--- src/rtl/actor_motion_fsm.sv ---
// Per-actor sprite motion controller: GROUND/AIR/CLIMB state machine with
// fixed-point physics, screen clamping, head-bump, fall-out and respawn.
module actor_motion_fsm #(
  parameter int COORD_W     = 11,
  parameter int FRAC_BITS   = 6,
  parameter int INIT_X      = 280,
  parameter int INIT_Y      = 185,
  parameter int X_MIN       = -9,
  parameter int X_MAX       = 570,
  parameter int Y_FLOOR     = 479,
  parameter int WALK_SPEED  = 200,
  parameter int CLIMB_SPEED = 100,
  parameter int JUMP_SPEED  = 300,
  parameter int GRAVITY     = 10,
  parameter int MAX_FALL    = 230
) (
  input  logic               clk,
  input  logic               resetN,
  input  logic               startOfFrame_i,
  input  logic               leftPressed_i,
  input  logic               rightPressed_i,
  input  logic               upPressed_i,
  input  logic               downPressed_i,
  input  logic               collision_i,
  input  logic               onLedge_i,
  input  logic               onRope_i,
  input  logic [3:0]         hitEdgeCode_i,
  input  logic               respawn_i,
  output logic [COORD_W-1:0] topLeftX_o,
  output logic [COORD_W-1:0] topLeftY_o,
  output logic [1:0]         motionState_o,
  output logic               facingLeft_o,
  output logic               fellOut_o
);

  typedef enum logic [1:0] {
    GROUND = 2'd0,
    AIR    = 2'd1,
    CLIMB  = 2'd2
  } stateT;

  localparam int SCALE   = 1 << FRAC_BITS;
  localparam int INIT_XF = INIT_X * SCALE;
  localparam int INIT_YF = INIT_Y * SCALE;
  localparam int X_MINF  = X_MIN * SCALE;
  localparam int X_MAXF  = X_MAX * SCALE;

  stateT              state_q, state_d;
  logic signed [31:0] xPos_q, xPos_d;
  logic signed [31:0] yPos_q, yPos_d;
  logic signed [31:0] xSpeed_q, xSpeed_d;
  logic signed [31:0] ySpeed_q, ySpeed_d;
  logic               facingLeft_q, facingLeft_d;
  logic               fellOut_q, fellOut_d;

  logic               leftOnly, rightOnly, footing;
  logic signed [31:0] xPix, walkXs, nXs, nYs, fallYs;
  logic signed [31:0] sumX, newX, newY, newYPix;
  stateT              nextState;

  assign xPix = xPos_q >>> FRAC_BITS;

  always_comb begin
    leftOnly  = leftPressed_i & ~rightPressed_i;
    rightOnly = rightPressed_i & ~leftPressed_i;
    footing   = onLedge_i & collision_i;
    walkXs    = rightOnly ? WALK_SPEED : (leftOnly ? -WALK_SPEED : 0);
    nextState = state_q;
    nXs       = walkXs;
    nYs       = ySpeed_q;
    fallYs    = ySpeed_q + GRAVITY;

    case (state_q)
      GROUND: begin
        if (upPressed_i && onRope_i) begin
          nextState = CLIMB;
          nYs       = -CLIMB_SPEED;
        end else if (upPressed_i) begin
          nextState = AIR;
          nYs       = -JUMP_SPEED;
        end else if (!footing && !onRope_i) begin
          nextState = AIR;
          nYs       = 0;
        end else begin
          nYs = 0;
        end
      end
      CLIMB: begin
        if (!onRope_i) begin
          nextState = AIR;
          nYs       = 0;
        end else if (leftOnly || rightOnly) begin
          nextState = AIR;
          nYs       = 0;
        end else begin
          nXs = 0;
          if (upPressed_i && !downPressed_i)
            nYs = -CLIMB_SPEED;
          else if (downPressed_i && !upPressed_i)
            nYs = CLIMB_SPEED;
          else
            nYs = 0;
        end
      end
      AIR: begin
        if (onRope_i) begin
          nextState = CLIMB;
          nYs       = 0;
        end else if (footing && ySpeed_q >= 0) begin
          nextState = GROUND;
          nYs       = 0;
        end else if (collision_i && hitEdgeCode_i[2] && ySpeed_q < 0) begin
          nYs = 0;
        end else begin
          nYs = (fallYs > MAX_FALL) ? MAX_FALL : fallYs;
        end
      end
      default: begin
        nextState = GROUND;
        nYs       = 0;
      end
    endcase

    // Walls and screen edges stop horizontal motion into them.
    if (nXs > 0 && (xPix >= X_MAX || (collision_i && hitEdgeCode_i[1])))
      nXs = 0;
    if (nXs < 0 && (xPix <= X_MIN || (collision_i && hitEdgeCode_i[3])))
      nXs = 0;

    sumX = xPos_q + nXs;
    if (sumX > X_MAXF)
      newX = X_MAXF;
    else if (sumX < X_MINF)
      newX = X_MINF;
    else
      newX = sumX;

    newY    = yPos_q + nYs;
    newYPix = newY >>> FRAC_BITS;
  end

  always_comb begin
    state_d      = state_q;
    xPos_d       = xPos_q;
    yPos_d       = yPos_q;
    xSpeed_d     = xSpeed_q;
    ySpeed_d     = ySpeed_q;
    facingLeft_d = facingLeft_q;
    fellOut_d    = 1'b0;

    if (respawn_i) begin
      state_d  = GROUND;
      xPos_d   = INIT_XF;
      yPos_d   = INIT_YF;
      xSpeed_d = 0;
      ySpeed_d = 0;
    end else if (startOfFrame_i) begin
      if (leftOnly)
        facingLeft_d = 1'b1;
      else if (rightOnly)
        facingLeft_d = 1'b0;

      if (newYPix >= Y_FLOOR) begin
        state_d   = GROUND;
        xPos_d    = INIT_XF;
        yPos_d    = INIT_YF;
        xSpeed_d  = 0;
        ySpeed_d  = 0;
        fellOut_d = 1'b1;
      end else begin
        state_d  = nextState;
        xPos_d   = newX;
        yPos_d   = newY;
        xSpeed_d = nXs;
        ySpeed_d = nYs;
      end
    end
  end

  always_ff @(posedge clk or negedge resetN) begin
    if (!resetN) begin
      state_q      <= GROUND;
      xPos_q       <= INIT_XF;
      yPos_q       <= INIT_YF;
      xSpeed_q     <= '0;
      ySpeed_q     <= '0;
      facingLeft_q <= 1'b0;
      fellOut_q    <= 1'b0;
    end else begin
      state_q      <= state_d;
      xPos_q       <= xPos_d;
      yPos_q       <= yPos_d;
      xSpeed_q     <= xSpeed_d;
      ySpeed_q     <= ySpeed_d;
      facingLeft_q <= facingLeft_d;
      fellOut_q    <= fellOut_d;
    end
  end

  assign topLeftX_o    = xPix[COORD_W-1:0];
  assign topLeftY_o    = yPos_q[FRAC_BITS +: COORD_W];
  assign motionState_o = state_q;
  assign facingLeft_o  = facingLeft_q;
  assign fellOut_o     = fellOut_q;

endmodule

--- config.mk ---
export PLATFORM = sky130hd
export DESIGN_NAME = actor_motion_fsm
export DESIGN_NICKNAME = d
export VERILOG_FILES = /design/src/rtl/actor_motion_fsm.sv
export SDC_FILE = /design/constraint.sdc
export NUM_CORES = 1
export LEC_CHECK = 0
export CORE_MARGIN = 2
export CORE_UTILIZATION = 65
export CTS_BUF_LIST = sky130_fd_sc_hd__clkbuf_4
export CTS_CLUSTER_SIZE = 20
export DETAILED_ROUTE_END_ITERATION = 16
export MAX_ROUTING_LAYER = met4
export PLACE_DENSITY = 0.9
export SYNTH_ARGS = -nofsm -noshare
export SYNTH_HDL_FRONTEND = slang
export SYNTH_SLANG_ARGS = --single-unit
--- constraint.sdc ---
create_clock -name clk -period 17.4 [get_ports clk]
set_clock_uncertainty 0.05 [all_clocks]
set_input_delay 3.48 -clock clk [delete_from_list [all_inputs] [get_ports clk]]
set_output_delay 3.48 -clock clk [all_outputs]
set_load 0.1 [all_outputs]
==> results of run 1 <==
==> layer usage <==
metal	share of wire (%)	vias up	GRT usage, %
met3	9.8	45	6.53
met1	46	4022	50.0
met5	0	-	-
met4	1.9	0	10.3
met2	42	465	47.4
li1	-	4003	-
==> worst max-delay path, delay by kind of cell <==
family,cells,cell delay [ns]
xor+xnor,1,0.22
fa+ha+maj,1,0.39
buf+inv,2,0.80
compound gates,10,3.52
simple gates,6,1.92
==> per-stage QoR <==
step | worst slack (ns) | std cells | hold slack [ns] | power [mW] | util, %
2_1_floorplan | 7.86 | 1097 | 0.406 | 0.573 | -
3_3_place_gp | 7.17 | 1233 | 0.423 | 0.652 | 68.7
3_5_place_dp | 7.15 | 1233 | 0.430 | 0.657 | 68.7
4_1_cts | 7.60 | 1249 | 0.464 | 0.780 | 69.7
5_1_grt | 6.85 | 1249 | 0.488 | 0.832 | 69.7
6_report | 7.38 | 1249 | 0.464 | 0.791 | 69.7
==> layout by cell type, fill, tap and decap left out, types with 9 or more instances in the layout <==
| cell | instances |
|---|---|
| a211oi_1 | 10 |
| a21o_1 | 18 |
| a21oi_1 | 84 |
| a22o_1 | 38 |
| a31oi_1 | 11 |
| and3_1 | 9 |
| clkbuf_4 | 11 |
| clkdlybuf4s50_1 | 38 |
| dfrtp_1 | 89 |
| ha_1 | 67 |
| inv_1 | 25 |
| nand2_1 | 112 |
| nand2b_1 | 13 |
| nand3_1 | 21 |
| nand4_1 | 31 |
| nor2_1 | 71 |
| nor3_1 | 23 |
| nor4_1 | 13 |
| o211ai_1 | 11 |
| o21a_1 | 10 |
| o21ai_0 | 85 |
| o21ai_1 | 20 |
| o31ai_1 | 12 |
| xnor2_1 | 62 |
| xor2_1 | 31 |
==> report_power, final <==
part	internal [mW]	total [mW]	switching, mW
clock network	0.0458	0.127	0.0810
logic	0.133	0.390	0.257
registers	0.247	0.274	0.0271
==> sequential cells by signal, summed over array words and instances (netlist names) <==
name,count
facingLeft_o,1
fellOut_o,1
motionState_o,2
xPos_q,29
yPos_q,32
ySpeed_q,32
==> cell families (layout without fill, tap and decap cells) <==
group / count (synthesis) / after routing / share of synthesized area (%)
AOI/OAI and AO/OA: 373 / 373 / 27.7
xor gates and xnor gates: 93 / 93 / 9.08
adders and majority gates: 69 / 69 / 9.80
buffers and inverters: 110 / 86 / 6.20
DFF: 97 / 97 / 27.2
muxes: 6 / 6 / 0.712
and+or+nand+nor: 349 / 349 / 19.3
==> cell type report <==
type	count	area, sq um
Clock buffer	11	82.6
Clock inverter	5	47.5
Fill cell	1093	4040
Inverter	25	93.8
Multi-Input combinational cell	890	5990
Sequential cell	97	2440
Tap cell	176	220
Timing Repair Buffer	45	433
==> worst max path at each step <==
stage | slack (ns) | cells past startpoint | from | to
floorplan | 7.86 | 23 | rightPressed_i | xPos_q[14]
global placement | 7.17 | 22 | onRope_i | yPos_q[2]
detailed placement | 7.15 | 22 | onRope_i | yPos_q[2]
CTS | 7.60 | 22 | onRope_i | yPos_q[17]
global route | 6.85 | 22 | onRope_i | yPos_q[17]
finish | 7.38 | 20 | onRope_i | xPos_q[15]
==> key figures, run 1 <==
Yosys
  • Mapped Area: 8970 sq um
  • Synth unique cells: 77
  • Async S/R FF share, synth: 100%
  • Sequential share of the synthesized area: 27.2%
  • Syn Area/Cell: 8.17 sq um
  • Top-area cell type share of the netlist area: around 25%
  • Number of synthesized flops with an enable pin: 0
  • Synth warn: 0
  • Most frequent cell after synthesis: nand2_1
  • FF+latch count, synth: 97
  • Most frequent cells after synthesis: nand2_1, dfrtp_1, o21ai_0
  • Synth top area cells: dfrtp_1, ha_1, xnor2_1, o21ai_0, a21oi_1
  • Largest area contributor in the synthesized netlist: dfrtp_1
  • Commonest register cell after synthesis: dfrtp_1
  • Mapped Cells: 1,097
  • Syn nets: approximately 1,200

Cells and area
  • Layout cells sized above 1: 5.68%
  • ANT cells: 0
  • Area delta synth->final: 3.80%
  • Design area: roughly 9300 sq um
  • Final net count: 1,152

Floorplan
  • # rows: 42
  • # IOs: 41
  • DIE AREA: 14,700 sq um
  • Initial Utilization: between 60 and 70%
  • Die W: approximately 120 um
  • Die Ht: 121 um
  • Core area: 13,300 sq um

Routing
  • Initial DRC Count: around 1,000
  • WL final: 23.6 mm
  • Wire per inst: roughly 19 um
  • Vias/cell: around 6.8
  • Initial DRT Pass Iterations: 6
  • Antenna-violating nets left: 0
  • DR vias: ~8,500
  • DRC viols: 0

Pwr
  • Worst vdd ir: approximately 66 uV
  • Static Leak: around 3.9 nW
  • PwrDens: around 85 nW/um^2

Setup path
  • Crit path largest cell delay: 0.98 ns
  • CP cell instances: clkdlybuf4s50_1 > nor2_1 > o211ai_1 > a31o_2 > or2_2 > o21a_4 > o21ai_1 > ha_1 > a21oi_1 > o21ai_0 > a21oi_1 > xnor2_1 > or4_1 > or3_1 > a2111oi_0 > or4_1 > o41a_1 > nor2_4 > buf_4 > a221o_1
  • Startpoint Class: primary input
  • FF-to-FF setup slack: about 8.5 ns
  • Worst reg2reg path endpoint: xPos_q[15]
  • Worst R2R Path Depth: 23
  • Crit path kind: primary input to flip-flop
  • Crit path DAT: approximately 10 ns
  • CP required: 17.73 ns
  • Slowest CP cell: a2111oi_0
  • Crit Path Max Fanout: 32
  • Worst r2r src: ySpeed_q[1]
  • Setup crit end kind: flip-flop

STA
  • RSZ-0062 raised after global routing: no
  • Slew Limit Headroom: 25.7%
  • Final hold violation count: 0
  • Final setup viols: 0
  • Slew @ Worst Pin: between 1 and 1.5 ns
  • Fmax: 99.8 MHz
  • Final worst-path cycle share: a little under three fifths
  • Setup TNS: 0 ns
  • Pins Over Slew Limit: 0
  • Fin crit period: between 10 and 15 ns

Flow run
  • Max-cap violations: 0

Clocking
  • Cts bufs inserted: 9
  • Post-CTS Resized: 0
  • Clock slew at reported path FFs: between 0.15 and 0.2 ns
  • Postcts setup bufs: 0
  • H-tree levels: 3
  • Clk_lat worst skew: about 0.49 ns
  • Hold_buf cts: 0
  • TritonCTS clock tree: yes
  • Clk buf depth: 2
  • CTS root buf: clkbuf_4
  • Sinks on the clock net: 97

Run status
  • Status: finished, final reports clean

Placement
  • DP Area: between 9000 and 10,000 sq um
  • Hpwl dp: roughly 17 mm
  • Routability cong.: 1.00
  • Port Buf Inserts: 39

Worst hold path
  • Worst hold endpoint: yPos_q[25]
  • Worst Hold Depth: 2
  • Hold path start: yPos_q[25]
  • Hold crit path type: flip-flop to flip-flop

Global routing
  • Initial antenna violation count: 0
  • Overflow after GRT: 0
  • Largest net degree at the start of global routing: 83
  • Global-route usage over all layers: 34.0%
  • First-pass GRT wire length: between 30 and 40 mm
  • Vias in the first global route: slightly below 8,000
(Power assumes the default switching activity.)
==> run 2: changes to the inputs <==
CORE_UTILIZATION = 58   (was 65)
PLACE_DENSITY = 0.85   (was 0.9)
clock period = 8.5 ns   (was 17.4 ns; I/O delays follow)
==> run 2 against run 1 <==
  * Worst hold slack gained 0.00055 ns
  * Via count decreased by 1.8%
  * Sequential power grew 110%
  * Critical endpoint unchanged
  * Critical path depth is 6 higher
==> key figures, run 2 (synthesis gave the netlist of run 1 again) <==
Setup path
  • CP required: 8.83 ns (-8.90 ns)
  • Crit path kind: flip-flop to flip-flop
  • CP most frequent cell: or4_1
  • Number of buffers and inverters on the critical path: 3 (+1)
  • Slowest CP cell: or4_4
  • Startpoint Class: flip-flop
  • Crit path largest cell delay: 0.57 ns (-0.41 ns)
  • Crit Path Max Fanout: 26 (-19%)
  • Crit-path leading delay family: simple AND/OR/NAND/NOR gates
  • Setup crit end kind: flip-flop
  • Crit path DAT: 8.25 ns (-2.10 ns)

Placement
  • Hpwl dp: 17.7 mm (+2.8%)
  • Routability cong.: 0.946 (-5.7%)
  • Port Buf Inserts: 39 (unchanged)
  • Dpl cells: 1,253 (+1.6%)

Clocking
  • Clock slew at reported path FFs: 0.16 ns (about the same)
  • Clk buf depth: 2 (unchanged)
  • Clk_lat worst skew: 0.49 ns (about the same)
  • Hold_buf cts: 0 (unchanged)
  • Postcts setup bufs: 0 (unchanged)
  • CTS root buf: clkbuf_4
  • Post-CTS Resized: 0 (unchanged)
  • TritonCTS clock tree: yes
  • Sinks on the clock net: 97 (unchanged)
  • Cts bufs inserted: 9 (unchanged)
  • H-tree levels: 3 (unchanged)

Global routing
  • Initial antenna violation count: 0 (unchanged)
  • Largest net degree at the start of global routing: 83 (unchanged)
  • Global-route usage over all layers: 30.5% (-3.5 points)
  • Overflow after GRT: 0 (unchanged)
  • Vias in the first global route: 7,682 (-1.7%)
  • First-pass GRT wire length: 39.5 mm (+0.28%)

Floorplan
  • DIE AREA: 16,500 sq um (+12%)
  • # rows: 45 (+7.1%)
  • Die Ht: 128 um (+5.7%)
  • Core area: 15,100 sq um (+13%)
  • # IOs: 41 (unchanged)
  • Die W: 128 um (+5.7%)
  • Initial Utilization: 59.2% (-8.0 points)

Flow run
  • Max-cap violations: 0 (unchanged)

Cells and area
  • Most common cell after layout, fill and taps aside: nand2_1
  • Commonest cells after routing, fill and taps aside: nand2_1, dfrtp_1, o21ai_0
  • ANT cells: 0 (unchanged)
  • Total area of sequential cells: 2440 sq um (unchanged)
  • Multi-input gate area: 5990 sq um (unchanged)
  • Top flop regs: yPos_q: 32 flops, ySpeed_q: 32 flops, xPos_q: 29 flops
  • Final cell count without fillers: 1,269 (+1.6%)
  • Final core utilization: 62.0% (-7.7 points)
  • Area delta synth->final: 4.73%
  • Layout cells sized above 1: 6.48% (+0.79 points)
  • FILL cells: 1,307 (+20%)
  • Final net count: 1,160 (+0.69%)

Routing
  • Wire per inst: 18.9 um (-0.15%)
  • Initial DRT Pass Iterations: 5 (-1)
  • Initial DRC Count: 727 (-31%)
  • DRC viols: 0 (unchanged)
  • Antenna-violating nets left: 0 (unchanged)
  • Vias/cell: 6.61 (-3.3%)
  • DR vias: 8,383 (-1.8%)
  • WL final: 24.0 mm (+1.5%)

STA
  • Fmax: 126 MHz
  • Pins Over Slew Limit: 0 (unchanged)
  • Setup TNS: 0 ns (unchanged)
  • Slew @ Worst Pin: 0.988 ns (-0.0982 ns)
  • Final setup viols: 0 (unchanged)
  • Final worst-path cycle share: a little over 90%
  • Final hold violation count: 0 (unchanged)
  • Fin crit period: 7.92 ns
  • Slew Limit Headroom: 34.0% (+8.2 points)
  • RSZ-0062 raised after global routing: no

Run status
  • Status: finished, final reports clean

Pwr
  • Static Leak: 3.90 nW (+0.97%)
  • Worst vdd ir: 102 uV (+55%)
  • PwrDens: 171 nW/um^2 (+100%)

Worst hold path
  • Hold crit path type: flip-flop to flip-flop
[run 2: changes by cell type in the layout (fill, tap and decap cells not counted)]
cell	before	now
clkinv_1	2	1
bufinv_16	1	0
clkinv_4	0	1
buf_12	0	2
inv_6	0	1
buf_4	7	13
[run 2: per-layer routing]
metal / global-route usage (%) / part of all wire, %
met1: 44.5 / 48
met5: - / 0
met2: 44.1 / 44
met3: 6.28 / 7.6
met4: 5.69 / 1.0
[run 2: tightest hold or removal path, stage by stage, from the launching register on]
cell,delay [ns]
dfrtp_1,0.39
nand2_1,0.05
o21ai_0,0.06
[run 2: layout make-up]
type / instances / area share [%]
repair buffers: 53 / 5.52
inverters: 25 / 0.999
multi-input cells: 890 / 63.8
clock inverters: 5 / 0.333
clock buffers: 11 / 0.879
well taps: 188 / 2.50
flip-flops and latches: 97 / 26.0
[run 2: per-stage QoR]
| step | cell area, sq um | power [mW] | setup slack [ns] | hold slack (ns) |
|---|---|---|---|---|
| final | 9390 | 1.60 | 0.585 | 0.464 |
| after global placement | 9280 | 1.35 | 0.828 | 0.421 |
| after floorplan | 8970 | 1.17 | 0.739 | 0.406 |
| after CTS | 9390 | 1.59 | 0.711 | 0.466 |
| after detailed placement | 9280 | 1.36 | 0.726 | 0.431 |
| after global routing | 9390 | 1.70 | 0.0935 | 0.484 |
[run 2: path summary, 6_finish.rpt]
path                        startpoint    endpoint  slack [ns]  cells past startpoint
hold reg to reg             yPos_q[25]  yPos_q[25]        0.46                      2
hold / removal              yPos_q[25]  yPos_q[25]        0.46                      2
min in group asynchronous       resetN   xPos_q[3]        1.01                      1
setup / recovery           ySpeed_q[1]  xPos_q[15]        0.58                     26
max in group asynchronous       resetN  yPos_q[14]        6.12                      2
setup reg to reg           ySpeed_q[1]  xPos_q[15]        0.58                     26
[run 2: power breakdown]
group	switching (mW)	internal, mW
combinational	0.527	0.279
clock	0.169	0.0667
sequential	0.0571	0.506
total	0.753	0.852
==> run 3: changes to the inputs <==
CELL_PAD_IN_SITES_DETAIL_PLACEMENT = 1   (was default)
CELL_PAD_IN_SITES_GLOBAL_PLACEMENT = 1   (was default)
CORE_ASPECT_RATIO = 0.6   (was default)
CORE_UTILIZATION = 44   (was 58)
==> run 3 against run 2 <==
  * Worst hold slack about the same
  * Die area increased by 31%
  * Register-to-register slack got worse by 0.08 ns
  * Critical path depth is 2 lower
==> key figures, run 3 (synthesis gave the netlist of run 1 again) <==
STA
  • Pins Over Slew Limit: 0 (unchanged)
  • Fin crit period: 8.00 ns (+0.0809 ns)
  • Worst hold margin: 0.464 ns (-0.00000200 ns)
  • Slew Limit Headroom: 31.6% (-2.4 points)
  • Final worst-path cycle share: 94.1% (+0.95 points)
  • Final setup viols: 0 (unchanged)
  • Final hold violation count: 0 (unchanged)
  • Fmax: 125 MHz (-1.0%)
  • Slew @ Worst Pin: 1.03 ns (+0.0389 ns)

Routing
  • DR WL met3: 2.52 mm (+39%)
  • Vias/cell: 6.38 (-3.4%)
  • Initial DRC Count: 956 (+31%)
  • Max layer used: met4
  • Initial DRT Pass Iterations: 6 (+1)
  • DRC viols: 0 (unchanged)
  • Wire per inst: 22.0 um (+16%)
  • WL met1: 15.9 mm (+39%)
  • WL met2: 11.7 mm (+11%)
  • Antenna-violating nets left: 0 (unchanged)
  • WL final: 30.3 mm (+26%)
  • DR vias: 8,797 (+4.9%)

Setup path
  • Slowest CP cell: o41ai_4
  • CP required: 8.88 ns (+0.05 ns)
  • Startpoint Class: flip-flop
  • Crit path largest cell delay: 0.72 ns (+0.15 ns)
  • Crit-path leading delay family: simple AND/OR/NAND/NOR gates
  • CP cell instances: and4_1 > nand4_1 > nor3_1 > mux2i_1 > nand4_1 > or4_1 > or4_4 > o21a_4 > buf_12 > o21ai_1 > ha_1 > a21oi_1 > o21ai_0 > a21oi_1 > o21ai_0 > xor2_1 > nand2b_1 > a2111oi_0 > buf_4 > or4_1 > o41ai_4 > nand3_2 > buf_4 > o21ai_0
  • CP most frequent cell: o21ai_0
  • Crit path DAT: 8.38 ns (+0.13 ns)
  • Number of buffers and inverters on the critical path: 3 (unchanged)
  • Setup crit end kind: flip-flop
  • Crit path kind: flip-flop to flip-flop
  • Crit Path Max Fanout: 14 (-46%)

Cells and area
  • Commonest cells after routing, fill and taps aside: nand2_1, dfrtp_1, o21ai_0
  • Area delta synth->final: 8.90%
  • Top flop regs: yPos_q: 32 flops, ySpeed_q: 32 flops, xPos_q: 29 flops
  • Final cell count without fillers: 1,379 (+8.7%)
  • ANT cells: 0 (unchanged)
  • Design area: 9760 sq um (+4.0%)
  • Most common cell after layout, fill and taps aside: nand2_1
  • Layout cells sized above 1: 8.77% (+2.3 points)
  • Final net count: 1,185 (+2.2%)

Flow run
  • Max-cap violations: 0 (unchanged)

Pwr
  • Worst vdd ir: 88.3 uV (-13%)
  • Total Power: 1.72 mW (+7.1%)
  • PwrDens: 176 nW/um^2 (+3.0%)
  • Static Leak: 4.06 nW (+4.2%)

Floorplan
  • DIE AREA: 21,600 sq um (+31%)
  • Die Ht: 115 um (-11%)
  • Die W: 188 um (+47%)
  • # rows: 40 (-11%)
  • # IOs: 41 (unchanged)
  • Initial Utilization: 44.9% (-14 points)
  • Core area: 20,000 sq um (+32%)

Placement
  • DP Area: 9600 sq um (+3.4%)
  • Routability cong.: 0.917 (-3.1%)
  • Port Buf Inserts: 39 (unchanged)
  • Dpl cells: 1,363 (+8.8%)
  • Hpwl dp: 23.2 mm (+31%)

Clocking
  • Postcts setup bufs: 0 (unchanged)
  • Clk buf depth: 2 (unchanged)
  • CTS root buf: clkbuf_4
  • Cts bufs inserted: 9 (unchanged)
  • TritonCTS clock tree: yes
  • Clk_lat worst skew: 0.53 ns (+0.04 ns)
  • Sinks on the clock net: 97 (unchanged)
  • Hold_buf cts: 0 (unchanged)
  • Clock slew at reported path FFs: 0.17 ns (about the same)
  • H-tree levels: 3 (unchanged)

Run status
  • Status: finished, final reports clean

Worst hold path
  • Hold crit path type: flip-flop to flip-flop

Global routing
  • Largest net degree at the start of global routing: 83 (unchanged)
  • Overflow after GRT: 0 (unchanged)
  • Global-route usage over all layers: 29.6% (-0.84 points)
  • Vias in the first global route: 8,480 (+10%)
  • Initial antenna violation count: 0 (unchanged)
  • First-pass GRT wire length: 48.8 mm (+23%)
## run 3: changes by cell type in the layout (fill, tap and decap cells not counted), sizes merged
cell and change:
bufinv +1, clkinv -1, buf +25, inv +2, clkbuf -2
## run 3: area by class of cell
| class | count | area [sq um] |
|---|---|---|
| Sequential cell | 97 | 2440 |
| Timing Repair Buffer | 78 | 731 |
| Multi-Input combinational cell | 890 | 6010 |
| Clock buffer | 9 | 67.6 |
| Tap cell | 273 | 342 |
| Clock inverter | 7 | 85.1 |
| Inverter | 25 | 93.8 |
| Fill cell | 2425 | 10200 |
## run 3: metal layers
metal	vias up	global-route usage, %
met5	-	-
met4	0	3.96
met3	20	6.19
met2	333	38.7
met1	4384	46.6
li1	4060	-
## run 3: power breakdown
part           leakage [nW]  switching, mW  total [mW]  internal (mW)
clock                0.0830          0.191       0.286         0.0953
combinational          2.67          0.582       0.871          0.289
sequential             1.31         0.0556       0.561          0.506
## run 3: through the flow
| step | util [%] | worst slack (ns) | TNS (ns) |
|---|---|---|---|
| 2_1_floorplan | - | 0.739 | 0 |
| 3_3_place_gp | 48.1 | 0.161 | 0 |
| 3_5_place_dp | 48.1 | -0.0744 | -0.136 |
| 4_1_cts | 48.8 | 0.339 | 0 |
| 5_1_grt | 48.9 | -0.00842 | -0.00842 |
| 6_report | 48.9 | 0.504 | 0 |
## run 3: worst reg2reg max path: stages (launching register included)
cell,delay (ns)
dfrtp_1,0.48
and4_1,0.30
nand4_1,0.25
nor3_1,0.38
mux2i_1,0.40
nand4_1,0.17
or4_1,0.42
or4_4,0.57
o21a_4,0.27
buf_12,0.16
o21ai_1,0.25
ha_1,0.40
a21oi_1,0.32
o21ai_0,0.12
a21oi_1,0.32
o21ai_0,0.18
xor2_1,0.42
nand2b_1,0.16
a2111oi_0,0.09
buf_4,0.18
or4_1,0.61
o41ai_4,0.72
nand3_2,0.24
buf_4,0.27
o21ai_0,0.19
## run 3: worst paths after layout
path | startpoint | to | slack (ns) | cells past startpoint
max in group asynchronous | resetN | yPos_q[16] | 6.09 | 2
max reg2reg | ySpeed_q[19] | xPos_q[23] | 0.50 | 24
min in group asynchronous | resetN | xPos_q[5] | 1.10 | 1
min reg2reg | yPos_q[24] | yPos_q[24] | 0.46 | 2
max | ySpeed_q[19] | xPos_q[23] | 0.50 | 24
min | yPos_q[24] | yPos_q[24] | 0.46 | 2
## run 3: repair_timing
| action | 4_1_cts | 5_1_grt |
|---|---|---|
| cloned | 0 | 0 |
| resized for setup | 1 | 1 |
| setup endpoints to repair | 1 | 44 |
